## src/rtl/layer_sequencer.sv

```systemverilog
// Frame sequencer for an N-layer conv1d network.
// Steps shift buffers, runs each layer, latches scaled outputs.
module layer_sequencer #(
    parameter int W            = 16,
    parameter int D            = 8,
    parameter int NUM_LAYERS   = 2,
    parameter int OUT_CH       = 4,
    parameter int OUT_SHIFT    = 2,
    parameter int SATURATE     = 1,
    parameter int OVERRUN_MODE = 0,
    parameter int TIMEOUT      = 1023,
    parameter int CW           = 16
) (
    input  logic                  clk,
    input  logic                  rst,
    input  logic                  sample_clk,
    output logic                  lsb_clk,
    output logic [NUM_LAYERS-1:0] conv_rst,
    input  logic [NUM_LAYERS-1:0] conv_out_v,
    output logic [((NUM_LAYERS > 1) ? NUM_LAYERS - 1 : 1)-1:0] cache_clk,
    input  logic [D*W-1:0]        final_out,
    output logic [OUT_CH*W-1:0]   sample_out,
    output logic                  frame_done,
    output logic                  busy,
    output logic                  timeout_flag,
    output logic [7:0]            overrun_count,
    output logic [CW-1:0]         cycles_last
);

    localparam int LW = (NUM_LAYERS > 1) ? $clog2(NUM_LAYERS) : 1;
    localparam int XW = W + OUT_SHIFT;
    localparam logic [W-1:0] SMAX = {1'b0, {(W-1){1'b1}}};
    localparam logic [W-1:0] SMIN = {1'b1, {(W-1){1'b0}}};

    typedef enum logic [2:0] {
        IDLE,
        SHIFT_IN,
        CONV_RST,
        CONV_WAIT,
        CACHE_CLK,
        LATCH_OUT
    } state_t;

    state_t            state, state_n;
    logic [LW-1:0]     layer, layer_n;
    logic [31:0]       wait_cnt;
    logic [CW-1:0]     cyc_cnt, cyc_inc;
    logic              prev, rise, busy_edge;
    logic              tmo_hit, tmo_set, last_layer;
    logic [OUT_CH*W-1:0] sat_out;
    logic signed [W-1:0]  el;
    logic signed [XW-1:0] wide;
    logic [OUT_SHIFT:0]   hi;
    logic                 unused_bits;

    assign unused_bits = ^final_out;

    // Edge detector history, tracked even while in reset.
    always_ff @(posedge clk) begin
        prev <= sample_clk;
    end

    assign rise       = sample_clk & ~prev;
    assign busy       = (state != IDLE);
    assign busy_edge  = rise && (state != IDLE) && (state != LATCH_OUT);
    assign last_layer = (layer == LW'(NUM_LAYERS - 1));
    assign tmo_hit    = (TIMEOUT != 0) && (wait_cnt == 32'(TIMEOUT - 1));
    assign cyc_inc    = (&cyc_cnt) ? cyc_cnt : cyc_cnt + CW'(1);

    // Next-state and layer index selection.
    always_comb begin
        state_n = state;
        layer_n = layer;
        tmo_set = 1'b0;
        unique case (state)
            IDLE: begin
                if (rise) state_n = SHIFT_IN;
            end
            SHIFT_IN: begin
                state_n = CONV_RST;
                layer_n = '0;
            end
            CONV_RST: state_n = CONV_WAIT;
            CONV_WAIT: begin
                if (conv_out_v[layer]) begin
                    state_n = last_layer ? LATCH_OUT : CACHE_CLK;
                end else if (tmo_hit) begin
                    tmo_set = 1'b1;
                    state_n = IDLE;
                end
            end
            CACHE_CLK: begin
                state_n = CONV_RST;
                layer_n = layer + LW'(1);
            end
            LATCH_OUT: state_n = rise ? SHIFT_IN : IDLE;
            default:   state_n = IDLE;
        endcase
        if (busy_edge && OVERRUN_MODE == 0) begin
            state_n = SHIFT_IN;
            layer_n = '0;
        end
    end

    // Moore strobe decodes of the state register.
    always_comb begin
        lsb_clk   = (state == SHIFT_IN);
        conv_rst  = '0;
        cache_clk = '0;
        for (int k = 0; k < NUM_LAYERS; k++) begin
            conv_rst[k] = (state == CONV_RST) && (layer == LW'(k));
        end
        for (int k = 0; k < NUM_LAYERS - 1; k++) begin
            cache_clk[k] = (state == CACHE_CLK) && (layer == LW'(k));
        end
    end

    // Scale each channel and clamp or wrap to W bits.
    always_comb begin
        sat_out = '0;
        el      = '0;
        wide    = '0;
        hi      = '0;
        for (int c = 0; c < OUT_CH; c++) begin
            el   = final_out[(D-1-c)*W +: W];
            wide = XW'(el) <<< OUT_SHIFT;
            hi   = wide[XW-1:W-1];
            if (SATURATE != 0 && !((&hi) || !(|hi))) begin
                sat_out[(OUT_CH-1-c)*W +: W] = wide[XW-1] ? SMIN : SMAX;
            end else begin
                sat_out[(OUT_CH-1-c)*W +: W] = wide[W-1:0];
            end
        end
    end

    // Sequencer state, counters and status registers.
    always_ff @(posedge clk) begin
        if (rst) begin
            state         <= IDLE;
            layer         <= '0;
            wait_cnt      <= '0;
            cyc_cnt       <= '0;
            sample_out    <= '0;
            frame_done    <= 1'b0;
            timeout_flag  <= 1'b0;
            overrun_count <= '0;
            cycles_last   <= '0;
        end else begin
            state      <= state_n;
            layer      <= layer_n;
            frame_done <= (state == LATCH_OUT);
            if (state == CONV_RST) begin
                wait_cnt <= '0;
            end else if (state == CONV_WAIT) begin
                wait_cnt <= wait_cnt + 32'd1;
            end
            if (state == SHIFT_IN) begin
                cyc_cnt <= CW'(1);
            end else if (state != IDLE) begin
                cyc_cnt <= cyc_inc;
            end
            if (state == LATCH_OUT) begin
                sample_out  <= sat_out;
                cycles_last <= cyc_inc;
            end
            if (tmo_set) begin
                timeout_flag <= 1'b1;
            end
            if (busy_edge && overrun_count != 8'hFF) begin
                overrun_count <= overrun_count + 8'd1;
            end
        end
    end

endmodule

```

## config.mk

```make
export PLATFORM = sky130hd
export DESIGN_NAME = layer_sequencer
export DESIGN_NICKNAME = d
export VERILOG_FILES = /design/src/rtl/layer_sequencer.sv
export SDC_FILE = /design/constraint.sdc
export NUM_CORES = 1
export LEC_CHECK = 0
export CORE_UTILIZATION = 50
export CTS_BUF_LIST = sky130_fd_sc_hd__clkbuf_4
export CTS_CLUSTER_DIAMETER = 200
export CTS_CLUSTER_SIZE = 8
export DETAILED_ROUTE_END_ITERATION = 6
export PLACE_DENSITY = 0.86
export SLEW_MARGIN = 20
export SYNTH_ARGS = -nofsm -noshare
export SYNTH_HDL_FRONTEND = slang
export SYNTH_SLANG_ARGS = --single-unit
```

## constraint.sdc

```tcl
create_clock -name clk -period 3.3 [get_ports clk]
set_clock_uncertainty 0.2 [all_clocks]
set_input_delay 0.33 -clock clk [delete_from_list [all_inputs] [get_ports clk]]
set_output_delay 0.33 -clock clk [all_outputs]
set_load 0.005 [all_outputs]
```

# Yosys cells after proc, flatten, opt, wreduce, memory -nomap -nowiden
# Cells that the tools add are included.
[totals]
elab_cells = 89
out_inout_bits = 95
ff_bits = 143
inputBits = 133
[classes]
order_cmp = 1
n_bitwise = 3
n_reduce_logical = 33
add_sub_neg = 4
muxes = 24
eq_ne = 12
[ops]
columns = ["operator", "count"]
rows = [
  ["2-to-1 mux 16 bit", 9],
  ["adder 32 x 1 -> 32 bit (second input constant)", 1],
  ["== test 32 x 10 -> 1 bit (second input constant)", 1],
  ["adder 16 x 1 -> 16 bit (second input constant)", 1],
  ["AND reduction 16 bit", 1],
  ["one-hot mux 3 bit (5 select lines)", 1],
  ["AND reduction 3 bit", 4],
  ["OR reduction 3 bit", 4],
  ["2-to-1 mux 1 bit", 10],
  ["2-to-1 mux 3 bit", 3],
  ["!= test 3 bit (second input constant)", 3],
  ["adder 8 x 1 -> 8 bit (second input constant)", 1],
  ["!= test 8 bit (second input constant)", 1],
  ["OR reduction 2 bit", 4],
  ["== test 3 x 2 -> 1 bit (second input constant)", 2],
  ["== test 3 bit (second input constant)", 2],
  ["logical AND 1 bit", 6],
  ["zero test 1 bit", 4],
  ["logical OR 1 bit", 4],
  ["!= test 4 bit (second input constant)", 1],
  ["AND reduction 2 bit", 2],
  ["nonzero test 2 bit", 2],
  ["== test 3 x 1 -> 1 bit (second input constant)", 1],
  ["zero test 3 bit", 1],
  ["7 further kinds", 8],
]

# Depth between registers and ports, before layout
# Gate-level depths: netlist of the first run.
[logic_depth]
word_depth = 6
ltp_mapped = 7
mapped_depth_nobuf = 6

# Worst setup path after synthesis of the first run
# OpenSTA, ideal clock, no wires.
[synth_path]
path_kind = "flip-flop to flip-flop"
start = "reg wait_cnt[1]"
end = "reg wait_cnt[30]"
n_path_buf = 1
setup_time_ns = 0.070
arrival_ns = 1.913
synth_period_minus_slack_ns = 2.184
t_required_ns = 3.030
slack_ns = 1.116
path_stages_with_launch = 7
cell_sequence = "dfxtp_1 -> ha_1 -> nand3_1 -> or4b_1 -> clkbuf_1 -> or4_1 -> a21oi_1"
[synth_via]
elab_chain_len = 1
[synth_lines]
columns = ["element", "line", "source"]
rows = [
  ["from (decl)", "46", "logic [31:0] wait_cnt;"],
  ["from (signal assigned)", "155", "wait_cnt <= wait_cnt + 32'd1;"],
  ["adder 32 x 1 -> 32 bit", "155", ""],
]
# Every way passes these cells.
# A chain may end at the register's enable or synchronous reset.

# Final worst setup path of the first run
[layout_path]
start = "reg state[1]"
end = "out busy"
[layout_via]
elab_chain_len = 1
[layout_lines]
columns = ["element", "line", "source"]
rows = [
  ["from (decl)", "44", "state_t state, state_n;"],
  ["from (signal assigned)", "149", "state <= state_n;"],
  ["nonzero test 3 bit", "64", "assign busy = (state != IDLE);"],
  ["to (decl)", "24", "output logic busy,"],
]
# Every way passes these cells.

==> results of run 1 <==
[where the power goes]
part	leakage, nW	switching, mW	internal [mW]
combinational	1.29	0.107	0.102
sequential	1.12	0.0130	1.68
clock	0.117	0.560	0.312
[cells by family (layout without fill, tap and decap cells)]
logic type | Yosys count | in the layout | synth area share [%]
compound gates | 245 | 245 | 24.1
flops | 139 | 139 | 43.4
mux | 3 | 3 | 0.488
fa+ha+maj | 4 | 4 | 0.781
buf+inv | 78 | 215 | 5.11
xor+xnor | 13 | 13 | 1.78
simple gates | 299 | 299 | 24.3
[layer usage]
metal	part of all wire [%]	global-route usage [%]	vias up
met2	46	45.1	219
met5	0	0	-
met4	3.5	14.3	0
li1	-	-	3162
met3	7.2	7.38	47
met1	43	30.8	2993
[stage by stage]
| stage | std cells | hold slack (ns) | instance area, µm² | setup slack, ns |
|---|---|---|---|---|
| 2_1_floorplan | 781 | 0.158 | 6410 | 1.12 |
| 3_3_place_gp | 1056 | 0.238 | 8060 | 0.564 |
| 3_5_place_dp | 1056 | 0.242 | 8060 | 0.545 |
| 4_1_cts | 1086 | 0.0144 | 8260 | 0.359 |
| 5_1_grt | 1086 | 0.0238 | 8260 | 0.223 |
| 6_report | 1086 | 0.0431 | 8260 | 0.369 |
[cells in the mapped netlist, types with 3 or more instances]
| cell | number | area (µm²) |
|---|---|---|
| buf_4 | 6 | 45.0 |
| nand4_1 | 17 | 106 |
| o31ai_1 | 29 | 218 |
| a211oi_1 | 10 | 75.1 |
| and2_1 | 5 | 31.3 |
| o21a_1 | 6 | 45.0 |
| nor2b_1 | 4 | 25.0 |
| a21oi_1 | 103 | 515 |
| ha_1 | 4 | 50.1 |
| a311oi_1 | 9 | 78.8 |
| or2_2 | 5 | 31.3 |
| xnor2_1 | 8 | 70.1 |
| o21ai_0 | 21 | 105 |
| nand3_1 | 24 | 120 |
| nor2_1 | 46 | 173 |
| nand2_1 | 103 | 387 |
| buf_2 | 3 | 15.0 |
| or3_1 | 9 | 56.3 |
| o211ai_1 | 49 | 368 |
| nand3b_1 | 3 | 22.5 |
| dfxtp_1 | 139 | 2780 |
| nor4_1 | 11 | 68.8 |
| a31o_2 | 3 | 26.3 |
| xor2_1 | 5 | 43.8 |
| inv_1 | 12 | 45.0 |
| nor3b_1 | 4 | 30.0 |
| and4_1 | 10 | 87.6 |
| buf_1 | 6 | 22.5 |
| nor3_1 | 14 | 70.1 |
| o22ai_1 | 4 | 25.0 |
| and3_1 | 4 | 25.0 |
| clkbuf_1 | 48 | 180 |
| or4_1 | 28 | 210 |
[sequential cells by signal (all words and copies together), names as in the netlist]
signal	count
cyc_cnt	16
cycles_last	16
frame_done	1
last_layer	1
overrun_count	8
prev	1
sample_out	60
state	3
timeout_flag	1
wait_cnt	32
[critical path, delay by kind of cell (launching register included)]
kind | cells | cell delay [ns]
AND/OR/NAND/NOR | 1 | 0.64
flip-flops | 1 | 0.49
buffers and inverters | 2 | 0.73
[area by class of cell]
type	instances	share of cell area [%]
Multi-Input combinational cell	564	40.0
Clock inverter	7	0.348
Inverter	13	0.591
Timing Repair Buffer	173	20.8
Sequential cell	139	33.7
Tap cell	168	2.54
Clock buffer	22	2.00
[worst min path at each step]
| stage | startpoint | to | slack (ns) |
|---|---|---|---|
| 3_3_place_gp | sample_out[23] | sample_out[23] | 0.24 |
| 6_report | sample_clk | prev | 0.04 |
| 3_5_place_dp | sample_out[56] | sample_out[56] | 0.24 |
| 4_1_cts | sample_clk | prev | 0.01 |
| 2_1_floorplan | sample_clk | prev | 0.16 |
| 5_1_grt | sample_clk | prev | 0.02 |
==> flow_metrics.py, run 1 <==
metrics = {
    "hold_path": {
        "holdPathStages": 1,
        "hp-class": "input pin to register",
    },
    "timing": {
        "rsz0062_at_grt": "false",
        "max_freq_mhz": 341,
        "fin_crit_ns": 2.93,
        "max-slew-margin-rel_pct": 37.7,
        "finalSetupTns_ns": 0,
        "tightest_slew_ns": 0.931,
        "fin_crit_sh_pct": 88.8,
        "hold_violations": 0,
        "setup_viol_count_final": 0,
        "maxSlewViolCount": 0,
    },
    "clocking": {
        "postCtsSetupRepairBufs": 0,
        "h-tree-depth": 4,
        "cts_tree": "built",
        "clkSinkCount": 139,
        "ctsResizeCount": 0,
        "clockRootBuffer": "clkbuf_4",
        "path_clk_slew_ns": 0.11,
        "clk_latency_ns": 0.55,
        "cts_hold_buf": 1,
        "clk_path_buf_depth": 2,
        "cts_buffers": 17,
    },
    "pwr": {
        "power_mw": 2.78,
        "power_density_nw_per_um2": 336,
        "p_leak_nw": 2.52,
        "vdd_drop_max_v": 0.000169,
    },
    "synth": {
        "synth-main-ff-cell": "dfxtp_1",
        "synth-seq-cells": 139,
        "synth_area_um2": 6410,
        "syn_nets": 918,
        "ys_seq_area_share_pct": 43.4,
        "synth.distinct_cells": 55,
        "synth_edf_count": 0,
        "syn_inst": 781,
        "synth_area_per_cell_um2": 8.21,
        "ys_warn_count": 0,
        "async_flop_share_pct": 0,
    },
    "floorplan": {
        "core_um2": 12300,
        "rows": 40,
        "dieArea_um2": 13300,
        "io-pin-count": 228,
        "initial_core_util_pct": 52.3,
        "die-height_um": 115,
        "die_x_um": 115,
    },
    "cells_and_area": {
        "nFillCells": 1010,
        "final_common_cell": "clkdlybuf4s50_1",
        "multi_input_area_um2": 3310,
        "final_util_pct": 67.4,
        "register_area_um2": 2780,
        "drive_above_1_share_pct": 5.45,
        "final_cell_mix": "162 x clkdlybuf4s50_1, 139 x dfxtp_1, 103 x nand2_1, 103 x a21oi_1, 49 x o211ai_1",
        "finalNetCount": 1045,
        "diodes": 0,
        "syn_to_final_growth_pct": 28.9,
    },
    "global_route": {
        "grt_max_degree": 63,
        "grt_pass1_vias": 5677,
        "grt_overflow": 0,
        "grt_pass1_wl_mm": 27.7,
        "antenna_found_initial": 0,
        "track_usage_pct": 26.7,
    },
    "detailed_routing": {
        "first_iter_violations": 467,
        "routed_wl_mm": 17.7,
        "firstDrtPassIters": 5,
        "viasPerCell": 5.91,
        "drc": 0,
        "routed-via-count": 6421,
        "ant_nets": 0,
        "wl_per_cell_um": 16.3,
    },
    "critical_path": {
        "reg2reg_depth": 4,
        "max_stage_delay_ns": 0.64,
        "cp_cell_sequence": "nor3_2 > clkinv_1 > clkdlybuf4s50_1",
        "cp-end-kind": "primary output",
        "path_class": "register to primary output",
        "crit_required_ns": 2.77,
        "startpoint": "state[1]",
        "cp-endpoint": "busy",
        "slowest_stage": "nor3_2",
        "rrSetupSlack_ns": 0.73,
        "timing.rr.end": "wait_cnt[21]",
        "r2r_start": "state[0]",
        "critPathMaxFanout": 16,
        "cp.arrival_ns": 2.40,
        "critPathLaunchType": "register",
    },
    "placement": {
        "io_buffers": 163,
        "dpl.hpwl_mm": 12.6,
        "gp_congestion": 0.862,
    },
    "outcome": {
        "status": "completed",
    },
    "job": {
        "cap_violations": 0,
    },
}
Power figures use the tool's default switching activity.
==> inputs of run 2 (changes only) <==
Settings changed: CORE_UTILIZATION 50 to 49, CTS_BUF_LIST sky130_fd_sc_hd__clkbuf_4 to unset, PLACE_DENSITY 0.86 to 0.84.
==> run 2 against run 1 <==
Global-route usage grew 0.87 points. First-iteration DRC count grew 34%. Fmax rose by 5.9%. Sequential share of layout area down 1.6 points. Power rose by 42%. Critical endpoint is now lsb_clk. Combinational power barely moved. Via count rose by 0.16%. Non-clock buffer count unchanged. Critical path depth shrank 1.
==> flow_metrics.py, run 2 (same netlist as run 1, synthesis figures left out) <==
metrics = {
    "critical_path": {
        "path_class": "register to primary output",
        "max_stage_delay_ns": 0.67,
        "critPathLaunchType": "register",
        "rrSetupSlack_ns": 0.69,
        "cp.arrival_ns": 2.24,
        "critPathMaxFanout": 16,
        "crit_required_ns": 2.77,
        "cp-end-kind": "primary output",
        "cp_cell_sequence": "nor3b_1 > clkdlybuf4s50_1",
        "slowest_stage": "dfxtp_1",
    },
    "pwr": {
        "power_frac_clock_pct": 51.5,
        "switching_share_pct": 20.5,
        "intPower_mw": 3.13,
        "vdd_drop_max_v": 0.000335,
        "pwr-share-seq_pct": 43.2,
        "p_leak_nw": 2.71,
        "power_mw": 3.93,
        "p_comb_share_pct": 5.3,
        "power_density_nw_per_um2": 453,
        "switchingPower_uw": 805,
    },
    "cells_and_area": {
        "largest_register": "sample_out",
        "reg_top3": "sample_out: 60 flops, wait_cnt: 32 flops",
        "syn_to_final_growth_pct": 35.5,
        "largest_reg_flops": 60,
        "drive_above_1_share_pct": 5.97,
        "final_cell_mix": "162 x clkdlybuf4s50_1, 139 x dfxtp_1, 103 x nand2_1, 103 x a21oi_1, 49 x o211ai_1",
        "finalNetCount": 1045,
        "nFillCells": 1011,
        "diodes": 0,
        "final_common_cell": "clkdlybuf4s50_1",
    },
    "floorplan": {
        "die-height_um": 116,
        "die_x_um": 116,
        "core_um2": 12700,
        "io-pin-count": 228,
        "initial_core_util_pct": 50.6,
        "dieArea_um2": 13500,
        "rows": 41,
    },
    "placement": {
        "place_ws_ns": 0.470,
        "gp_congestion": 0.894,
        "dpl.hpwl_mm": 12.5,
        "io_buffers": 163,
    },
    "timing": {
        "fin_crit_ns": 2.77,
        "tightest_slew_ns": 0.996,
        "hold_violations": 0,
        "rsz0062_at_grt": "false",
        "max_freq_mhz": 361,
        "max-slew-margin-rel_pct": 33.3,
        "finalSetupTns_ns": 0,
        "finalWorstSetupSlack_ns": 0.532,
        "setup_viol_count_final": 0,
        "fin_crit_sh_pct": 83.9,
        "maxSlewViolCount": 0,
    },
    "detailed_routing": {
        "drc": 0,
        "viasPerCell": 5.88,
        "routed_wl_mm": 18.3,
        "routed-via-count": 6431,
        "ant_nets": 0,
        "wl_per_cell_um": 16.8,
        "firstDrtPassIters": 5,
        "first_iter_violations": 628,
    },
    "clocking": {
        "clk_latency_ns": 0.42,
        "clk_path_buf_depth": 2,
        "clkSinkCount": 139,
        "path_clk_slew_ns": 0.06,
        "h-tree-depth": 4,
        "cts_hold_buf": 0,
        "clockRootBuffer": "clkbuf_16",
        "cts_buffers": 17,
        "ctsResizeCount": 0,
        "postCtsSetupRepairBufs": 0,
        "cts_tree": "built",
    },
    "outcome": {
        "status": "completed",
    },
    "global_route": {
        "track_usage_pct": 27.6,
        "antenna_found_initial": 0,
        "grt_max_degree": 65,
        "grt_pass1_wl_mm": 29.2,
        "grt_pass1_vias": 5700,
        "grt_overflow": 0,
    },
    "hold_path": {
        "hp-class": "input pin to register",
    },
    "job": {
        "cap_violations": 0,
    },
}
[run 2: cell types whose count changed in the layout (fill, tap and decap cells not counted)]
cell	before	now
buf_12	1	0
buf_2	0	1
buf_4	9	10
bufinv_16	0	4
clkbuf_1	0	4
clkbuf_16	0	17
clkbuf_4	22	0
clkbuf_8	0	4
clkinv_1	6	1
clkinv_2	2	3
dlygate4sd3_1	1	0
[run 2: per-layer routing]
layer  track usage, %  vias to the layer above  wire [µm]
met5                0                        -          0
met3             8.56                       39       1470
li1                 -                     3154          -
met1             34.2                     2999       7880
met4             11.7                        0        495
met2             44.3                      239       8490
[run 2: through the flow]
stage               hold slack, ns  area, µm²  cells  util (%)
finish                       0.177       8680   1093      68.5
global placement             0.237       8050   1061      63.6
detailed placement           0.242       8050   1061      63.6
global route                 0.190       8680   1093      68.5
CTS                          0.169       8680   1093      68.5
floorplan                    0.158       6410    781         -
[run 2: worst paths after layout]
kind | start | end | cells past startpoint
setup / recovery | state[0] | lsb_clk | 2
hold / removal | sample_clk | prev | 1
setup reg to reg | cyc_cnt[0] | cyc_cnt[13] | 6
hold reg to reg | sample_out[14] | sample_out[14] | 2
[run 2: cell type report]
class | count | area [µm²] | area share [%]
well taps | 172 | 215 | 2.48
inverters | 13 | 48.8 | 0.562
repair buffers | 173 | 1700 | 19.6
clock buffers | 25 | 495 | 5.71
clock inverters | 7 | 135 | 1.56
multi-input cells | 564 | 3310 | 38.1
flip-flops and latches | 139 | 2780 | 32.0
[run 2: worst max-delay path, delay by kind of cell, from the launching register on]
| family | cells | cell delay, ns |
|---|---|---|
| buf+inv | 1 | 0.61 |
| flops | 1 | 0.67 |
| simple gates | 1 | 0.54 |
[run 2: power by group through the flow]
stage	combinational (mW)	clock (mW)	sequential, mW
final	0.210	2.02	1.70
after global routing	0.226	2.13	1.70
after CTS	0.209	2.05	1.70
after detailed placement	0.206	0	1.73
after global placement	0.205	0	1.73
after floorplan	0.0900	0	1.73
==> patch (flow settings as in run 2) <==
Reset style: asynchronous (`rst`), changed in one clocked block.
--- a/src/rtl/layer_sequencer.sv
+++ b/src/rtl/layer_sequencer.sv
@@ -134,7 +134,7 @@
     end
 
     // Sequencer state, counters and status registers.
-    always_ff @(posedge clk) begin
+    always_ff @(posedge clk or posedge rst) begin
         if (rst) begin
             state         <= IDLE;
             layer         <= '0;
Behaviour: differs if rst is asserted again (counterexample within 4 cycles, from zero or initial values and one cycle with rst high); with rst held inactive, the same outputs for 10 cycles.
==> patch against run 2 <==
- non-clock buffer count down 4
- synthesized cell count grew 18%
- count of clock-buffer cells in the layout down 2
- register-to-register slack better by 0.14 ns
- setup slack got worse by 0.10 ns
- area after synthesis increased by 17%
- routed wire length is 2.2% lower
- cell area increased by 11%
- sequential cell count unchanged
- critical path type unchanged
Power is not compared: it rests on default switching activity, and its combinational part moved more than twofold at a synthesized area within 25%.
==> patch: results (changes against run 2) <==
CTS
  • Post-CTS Setup Inserts: 0 (unchanged)
  • PostCTS Resize Cnt: 0 (unchanged)
  • CTS root buf: clkbuf_16 (unchanged)
  • Worst skew pair latency: 0.42 ns (about the same)
  • CTS clk-pin slew, worst paths: 0.06 ns (about the same)
  • CTS buffer count: 17 (unchanged)
  • CTS Buffer Depth: 2 (unchanged)
  • H-tree levels: 4 (unchanged)

Worst setup path
  • CP Data Arrival Time: 2.34 ns (was 2.24 ns)
  • Crit-path max FO: 9 (was 16)

Place
  • Post-DP HPWL: 12,200 µm (was 12,500 µm)
  • Placer Congestion: 0.844 (was 0.894)
  • Placed Instance Area: 0.00914 mm² (was 0.00805 mm²)
  • IO Port Bufs: 163 (unchanged)

Yosys
  • Synth Net Count: 1,058 (was 918)
  • Yosys warns: 0 (unchanged)
  • Synth Flop Type: dfrtp_1 (was dfxtp_1)
  • Area contributors post-synth: dfrtp_1 46%, nand2_1 11%, o21ai_0 8.3%, nor2_1 7.5%, xor2_1 3.3% (was dfxtp_1 43%, a21oi_1 8.0%, nand2_1 6.0%, o211ai_1 5.7%, o31ai_1 3.4%)
  • Sequential-to-total area share from yosys stat: 46.3% (was 43.4%)
  • Count leader, synth: nand2_1 (was dfxtp_1)
  • Post-synth ARST share: 99.3% (was 0%)
  • Post-synth cell types: 61 (was 55)
  • Synth cell count leaders: 215 x nand2_1, 149 x nor2_1, 138 x dfrtp_1 (was 139 x dfxtp_1, 103 x a21oi_1, 103 x nand2_1)

Route
  • Drt pass-1 iters: 5 (unchanged)
  • DRC violations left: 0 (unchanged)
  • DRT iter0 DRCs: 431 (was 628)
  • Vias/cell: 5.40 (was 5.88)
  • Final wirelength: 17,900 µm (was 18,300 µm)

Timing
  • Max Slew Vio Count: 0 (unchanged)
  • Worst-Margin Slew: 0.922 ns (was 0.996 ns)
  • Fin crit period: 2.87 ns (was 2.77 ns)

Global route
  • Initial antenna violation count: 0 (unchanged)
  • GRT Total Usage: 23.4% (was 27.6%)
  • First-pass GRT wire length: 29,800 µm (was 29,200 µm)
  • Vias in the first global route: 6,227 (was 5,700)
  • Largest net degree at the start of global routing: 80 (was 65)

Finish
  • Layout net count: 1,183 (was 1,045)
  • Diode count: 0 (unchanged)
  • Fill count: 1,224 (was 1,011)
  • Share of layout cells above drive strength 1: 5.48% (was 5.97%)
  • Biggest regs: sample_out (60), wait_cnt (32) (unchanged)

Pwr
  • Switching Share: a little under a third
  • Worst VDD drop: 450 µV
  • Leak: about 4.4 nW

Worst hold path
  • Tightest Hold Check Type: primary input to async pin (was primary input to register)

Outcome
  • Outcome: completed (unchanged)
## patch: cell type report
| cell class | count | area, µm² | share of cell area [%] |
|---|---|---|---|
| clock buffers | 23 | 458 | 4.73 |
| clock inverters | 9 | 76.3 | 0.789 |
| inverters | 12 | 48.8 | 0.504 |
| multi-input cells | 707 | 3670 | 38.0 |
| flip-flops and latches | 139 | 3470 | 35.9 |
| well taps | 184 | 230 | 2.38 |
| repair buffers | 169 | 1710 | 17.7 |
## patch: cell families (layout without fill, tap and decap cells)
logic type,after synthesis,in the layout,share of synthesized area (%)
XOR/XNOR,43,43,5.02
adder cells (fa/ha/maj),4,4,0.668
multiplexers,11,11,1.49
AND/OR/NAND/NOR,477,477,29.1
AO/OA/AOI/OAI,172,172,12.7
buffers and inverters,75,213,4.72
flip-flops,139,139,46.3
## patch: path summary, 6_finish.rpt
| path | endpoint | from | slack [ns] | cells past startpoint |
|---|---|---|---|---|
| worst max-delay path | lsb_clk | state[1] | 0.43 | 5 |
| worst min register to register | sample_out[23] | sample_out[23] | 0.27 | 2 |
| min in group clk | prev | sample_clk | 0.19 | 1 |
| max in group asynchronous | overrun_count[6] | rst | 1.96 | 3 |
| worst max register to register | cycles_last[7] | state[0] | 0.83 | 6 |
| worst min-delay path | sample_out[2] | rst | 0.14 | 2 |
## patch: layer usage
layer,track usage (%),wire length (µm)
met3,5.61,1060
met4,8.25,395
met1,30.4,7790
met2,38.2,8680
met5,0,0
## patch: per-stage QoR
step | instances | power, mW | hold WS (ns) | setup slack, ns
3_3_place_gp | 1211 | 4.76 | 0.260 | 0.883
6_report | 1243 | 6.55 | 0.143 | 0.431
5_1_grt | 1243 | 6.97 | 0.200 | 0.316
3_5_place_dp | 1211 | 4.84 | 0.262 | 0.857
2_1_floorplan | 921 | 3.53 | 0.158 | 1.05
4_1_cts | 1243 | 6.61 | 0.147 | 0.407
## patch: power groups by stage
stage | Sequential, mW | Clock [mW] | Combinational (mW)
detailed placement | 2.58 | 0 | 2.26
finish | 2.56 | 1.74 | 2.26
global route | 2.63 | 1.85 | 2.49
CTS | 2.56 | 1.77 | 2.28
global placement | 2.56 | 0 | 2.21
floorplan | 2.54 | 0 | 0.987
## patch: worst max-delay path: stages, from the launching register on
cell and delay (ns):
dfrtp_1 0.48, nor2_1 0.14, buf_4 0.17, nand2_1 0.22
inv_1 0.33, clkdlybuf4s50_1 0.58
